<file path="src/rtl/imem_loader.sv">
// Byte-stream program loader: parses a count-prefixed, checksummed byte stream
// into 32-bit instruction-memory writes and holds the CPU in reset until it succeeds.
module imem_loader #(
    parameter int          MAX_WORDS = 256,
    parameter logic [31:0] BASE_ADDR = 32'h0000_0000
) (
    input  logic        clock,
    input  logic        reset,
    input  logic        load_start,
    input  logic        byte_valid,
    input  logic [7:0]  byte_data,
    output logic        byte_ready,
    output logic        imem_we,
    output logic [31:0] imem_addr,
    output logic [31:0] imem_wdata,
    output logic        cpu_reset,
    output logic        load_done,
    output logic        load_error
);

    typedef enum logic [2:0] {
        IDLE, CNT_HI, CNT_LO, DATA, CHECK, DONE, ERROR
    } state_t;

    localparam logic [16:0] MAX_W = 17'(MAX_WORDS);

    state_t      state, state_nxt;
    logic [15:0] word_total;
    logic [15:0] word_cnt;
    logic [1:0]  byte_cnt;
    logic [23:0] asm_reg;   // the 4th byte completes the word straight into imem_wdata
    logic [7:0]  csum;

    logic        accept;
    logic        start;
    logic [15:0] n_rx;
    logic        last_word;

    assign accept    = byte_valid && byte_ready;
    assign start     = load_start && (state == IDLE || state == DONE || state == ERROR);
    assign n_rx      = {word_total[15:8], byte_data};
    assign last_word = (word_cnt == word_total - 16'd1);

    // NOTE: sequential state uses non-blocking assignments so every register
    // samples the pre-edge values of the others.
    always_ff @(posedge clock or posedge reset) begin
        if (reset) state <= IDLE;
        else       state <= state_nxt;
    end

    // NOTE: every always_comb output gets a default first so no path infers a latch.
    always_comb begin
        state_nxt = state;
        case (state)
            IDLE, DONE, ERROR: if (load_start) state_nxt = CNT_HI;
            CNT_HI:            if (accept) state_nxt = CNT_LO;
            CNT_LO: begin
                if (accept) begin
                    if (n_rx == 16'd0)             state_nxt = CHECK;
                    else if ({1'b0, n_rx} > MAX_W) state_nxt = ERROR;
                    else                           state_nxt = DATA;
                end
            end
            DATA:    if (accept && byte_cnt == 2'd3 && last_word) state_nxt = CHECK;
            CHECK:   if (accept) state_nxt = (byte_data == csum) ? DONE : ERROR;
            default: state_nxt = IDLE;
        endcase
    end

    always_comb begin
        byte_ready = 1'b0;
        cpu_reset  = 1'b1;
        load_done  = 1'b0;
        load_error = 1'b0;
        case (state)
            CNT_HI, CNT_LO, DATA, CHECK: byte_ready = 1'b1;
            DONE: begin
                cpu_reset = 1'b0;
                load_done = 1'b1;
            end
            ERROR:   load_error = 1'b1;
            default: ;
        endcase
    end

    // Datapath: counters, checksum, word assembly and the write port.
    always_ff @(posedge clock or posedge reset) begin
        if (reset) begin
            word_total <= '0;
            word_cnt   <= '0;
            byte_cnt   <= '0;
            asm_reg    <= '0;
            csum       <= '0;
            imem_we    <= 1'b0;
            imem_addr  <= BASE_ADDR;
            imem_wdata <= '0;
        end else begin
            imem_we <= 1'b0;
            if (start) begin
                word_cnt <= '0;
                byte_cnt <= '0;
                csum     <= '0;
            end else if (accept) begin
                case (state)
                    CNT_HI: begin
                        word_total[15:8] <= byte_data;
                        csum             <= csum ^ byte_data;
                    end
                    CNT_LO: begin
                        word_total[7:0] <= byte_data;
                        csum            <= csum ^ byte_data;
                    end
                    DATA: begin
                        csum     <= csum ^ byte_data;
                        byte_cnt <= byte_cnt + 2'd1;
                        asm_reg  <= {asm_reg[15:0], byte_data};
                        if (byte_cnt == 2'd3) begin
                            imem_we    <= 1'b1;
                            imem_wdata <= {asm_reg, byte_data};
                            imem_addr  <= BASE_ADDR + {14'd0, word_cnt, 2'b00};
                            word_cnt   <= word_cnt + 16'd1;
                        end
                    end
                    default: ;
                endcase
            end
        end
    end

endmodule

</file>
<file path="config.mk">
export PLATFORM = sky130hd
export DESIGN_NAME = imem_loader
export DESIGN_NICKNAME = d
export VERILOG_FILES = /design/src/rtl/imem_loader.sv
export SDC_FILE = /design/constraint.sdc
export NUM_CORES = 1
export LEC_CHECK = 0
export CAP_MARGIN = 10
export CORE_ASPECT_RATIO = 1.5
export CORE_UTILIZATION = 50
export DETAILED_ROUTE_END_ITERATION = 6
export PLACE_DENSITY = 0.74
export SLEW_MARGIN = 30
export SYNTH_ARGS = -nofsm -noshare
export SYNTH_HDL_FRONTEND = slang
export SYNTH_SLANG_ARGS = --single-unit
</file>
<file path="constraint.sdc">
create_clock -name clock -period 6.05 [get_ports clock]
set_clock_uncertainty 0.15 [all_clocks]
set_input_delay 1.21 -clock clock [delete_from_list [all_inputs] [get_ports clock]]
set_output_delay 1.21 -clock clock [all_outputs]
set_load 0.02 [all_outputs]
</file>
==> impl_summary.txt <==
----------------------------------------------------
[CTS]
  Maximum count of clock buffers along a single path ... 2
  CTS root buffer ... sky130_fd_sc_hd__clkbuf_16
  TritonCTS clock tree ... done
  Number of buffers inserted during clock tree synthesis ... 17
  Sink count of the clock tree ... approximately 120
  Number of levels the H-tree was split into ... 4
  Number of setup buffers added after CTS ... 0
  Clock Latency Late Sink ... roughly 0.41 ns
  Clock-pin slew of the registers on the worst-case setup and hold paths ... roughly 0.05 ns
  Count of cells resized by post-cts repair ... 0
  Cts-stage hold buffer count ... 0

[Synthesis]
  Count of flip-flops with a built-in enable after synthesis ... 0
  Number of warning messages in the yosys log ... 0
  Async set-or-reset flop fraction in the synthesized netlist ... between 90% and 100%
  Most used flip-flop cell after synthesis ... sky130_fd_sc_hd__dfrtp_1
  Sequential element share of the synthesized area ... about half
  Synthesized area per cell ... a little over 9 um2
  Synth cell types ... slightly below 60
  Post-synthesis cell area ... about 5700 um2
  Gate count after technology mapping ... about 630
  Seq cells post-synth ... approximately 120

[Hold path]
  Path class of the lowest-slack min-delay path ... flip-flop to flip-flop

[Floorplan]
  Initial cell density of the core ... about 51%
  IO Count ... just over 80
  Core Region ... ~11000 um2
  Horiz. Die Dim ... around 89 um
  Total number of placement rows ... 47
  Total Die Area ... roughly 12000 um2
  Die Height ... 132.6 um

[Worst setup path]
  Critical path startpoint category ... primary input
  Nature of the critical path endpoint ... flip-flop
  Critical path fanouts, max ... 55
  Crit path DAT ... around 4.2 ns
  Required time worst endpoint ... about 6.2 ns
  Crit Path Class ... primary input to flip-flop

[Power]
  Post-route total power ... about 3.4 mW
  Switching Power ... ~1.2 mW
  Fraction of power consumed by combinational cells ... about a third
  Maximum vdd drop ... 0.3178 mV
  Switching share of power ... 35.55%
  Cell internal pwr ... between 2 and 2.5 mW
  Share of power burned in registers ... a little under 40%
  Leakage power of the design ... around 3.3 nW
  Clock network power share ... 29.8%
  Pwr Density ... between 400 and 500 nW/um2

[Global route]
  GRT Residual Overflow ... 0
  Wire length of the first global-routing pass ... between 20 and 25 mm
  Pin count of the biggest net entering global routing ... 80
  Initial antenna violation count ... 0
  Overall track demand over capacity in global routing ... 24.94%
  Number of global-route vias before repair ... 4705

[Timing]
  Post-route setup TNS ... 0 ns
  Relative slew margins ... approximately 55%
  Worst Setup Slack, final ... 2.028 ns
  Transition time at the pin with the least slew margin ... between 0.6 and 0.7 ns
  Hold violation count in the final report ... 0
  WHS ... around 0.32 ns
  Number of slew-limit violations in the final report ... 0
  Final critical-path share of the clock period ... between 60 and 70%
  Achievable clock frequency ... roughly 250 MHz
  RSZ-0062 raised after global routing ... no
  Final period demand of the worst path ... just over 4 ns
  Endpoints failing setup ... 0

[Detailed routing]
  Starting DRT DRC Count ... about 300
  Detail-routed net length per standard cell ... ~16 um
  Via count ... ~4500
  Total wire length ... 13.41 mm
  Detailed Routing Iterations Pass 1 ... 5
  Count of antenna-violating nets left after detailed routing ... 0
  Post-detailed-route via-to-cell ratio ... between 5 and 6
  DRC violations left ... 0

[Run]
  Max-capacitance violation count ... 0

[Layout]
  Largest register FFs ... 32
  Count of inserted antenna diode cells ... 0
  Layout cells sized above 1 ... roughly a tenth
  Layout Utilization ... 63.16%
  Number of nets at the end of the flow ... around 700
  Final instance area ... 6983 um2
  Number of standard cells in the layout, taps in and fillers out ... roughly 840
  Area growth syn-to-layout ... 22.77%

[Placed design]
  Weighted congestion at the end of routability-driven global placement ... 0.9110
  Worst slack at placement ... 1.687 ns
  HPWL after detailed placement ... 8.942 mm
  Count of input and output buffers ... 64
  Cell count after placement ... 811
  Placed inst area ... about 6400 um2

[Status]
  Status ... completed

----------------------------------------------------
kinds of logic after synthesis:
kind of cell    Yosys count  synth area share, %
mux                      16                3.168
xor+xnor                 50                8.029
fa+ha+maj                 4               0.8360
flops                   118                51.91
compound gates           47                5.499
simple gates            336                25.76
other cells               1              0.06593
buf+inv                  53                4.729
synthesized netlist by cell type (all sizes together) (4+ instances only):
cell | count | share of area [%]
and3 | 4 | 0.44
nand3 | 6 | 0.53
o21ai | 20 | 1.8
nor3 | 6 | 0.70
xnor2 | 14 | 2.5
xor2 | 36 | 5.5
a211oi | 4 | 0.62
buf | 22 | 2.7
inv | 8 | 0.53
dfrtp | 118 | 52
mux2 | 16 | 3.2
clkbuf | 23 | 1.5
nor4 | 10 | 1.7
nand2 | 249 | 16
nor2 | 31 | 2.0
a21oi | 5 | 0.44
nand4 | 10 | 1.1
cells in the final DEF, fill, tap and decap left out, types with 4 or more instances in the layout:
cell and instances:
sky130_fd_sc_hd__nor3_1 4, sky130_fd_sc_hd__and3_1 4, sky130_fd_sc_hd__clkinv_2 4, sky130_fd_sc_hd__nor4_1 6
sky130_fd_sc_hd__xor2_1 36, sky130_fd_sc_hd__o21ai_0 13, sky130_fd_sc_hd__clkdlybuf4s50_1 64, sky130_fd_sc_hd__xnor2_1 13
sky130_fd_sc_hd__conb_1 16, sky130_fd_sc_hd__clkbuf_16 17, sky130_fd_sc_hd__nand2_1 248, sky130_fd_sc_hd__nand4_1 10
sky130_fd_sc_hd__nor2_1 31, sky130_fd_sc_hd__buf_4 5, sky130_fd_sc_hd__o21ai_1 7, sky130_fd_sc_hd__nand3_1 5
sky130_fd_sc_hd__inv_1 6, sky130_fd_sc_hd__mux2_2 16, sky130_fd_sc_hd__dfrtp_1 118, sky130_fd_sc_hd__a21oi_1 5
path summary, 6_finish.rpt:
path	slack, ns	endpoint	from	cells past startpoint
max	2.03	word_cnt[14]$_DFFE_PP0P_	byte_valid	11
min	0.32	imem_addr[8]$_DFFE_PP0P_	imem_addr[8]$_DFFE_PP0P_	2
max reg2reg	2.81	word_cnt[14]$_DFFE_PP0P_	state[0]$_DFFE_PP0P_	10
min reg2reg	0.32	imem_addr[8]$_DFFE_PP0P_	imem_addr[8]$_DFFE_PP0P_	2
max in group asynchronous	3.61	word_total[7]$_DFFE_PP0P_	reset	3
min in group asynchronous	1.14	imem_addr[15]$_DFFE_PP0P_	reset	2
worst max-delay path, cell delays in order:
cell and delay, ns:
sky130_fd_sc_hd__clkdlybuf4s50_1 0.61, sky130_fd_sc_hd__and4b_1 0.25, sky130_fd_sc_hd__buf_4 0.31, sky130_fd_sc_hd__nand2_2 0.08, sky130_fd_sc_hd__buf_4 0.29, sky130_fd_sc_hd__inv_2 0.09, sky130_fd_sc_hd__buf_4 0.44, sky130_fd_sc_hd__nand2_1 0.12
sky130_fd_sc_hd__or2_1 0.30, sky130_fd_sc_hd__or3_1 0.32, sky130_fd_sc_hd__a21oi_1 0.15
power groups by stage:
| stage | clock (mW) | combinational [mW] | sequential (mW) |
|---|---|---|---|
| detailed placement | 0 | 1.07 | 1.32 |
| finish | 1.02 | 1.08 | 1.32 |
| CTS | 1.03 | 1.08 | 1.32 |
| global placement | 0 | 1.02 | 1.31 |
| global route | 1.06 | 1.19 | 1.36 |
| floorplan | 0 | 0.696 | 1.32 |
cell type report:
class	instances	area, um2
Inverter	8	35.03
Multi-Input combinational cell	469	2534
Clock inverter	9	125.1
Timing Repair Buffer	69	678.2
Tap cell	147	183.9
Sequential cell	118	2953
Clock buffer	22	474.2
Fill cell	931	4073
layer usage:
metal / vias up / GRT usage [%] / share of wire, %
met5: - / 0 / 0
met2: 148 / 43.34 / 55
met1: 2167 / 28.29 / 38
li1: 2118 / - / -
met4: 0 / 10.67 / 3.2
met3: 37 / 6.425 / 4.3
Note: power is estimated with default switching activity, not from simulation.
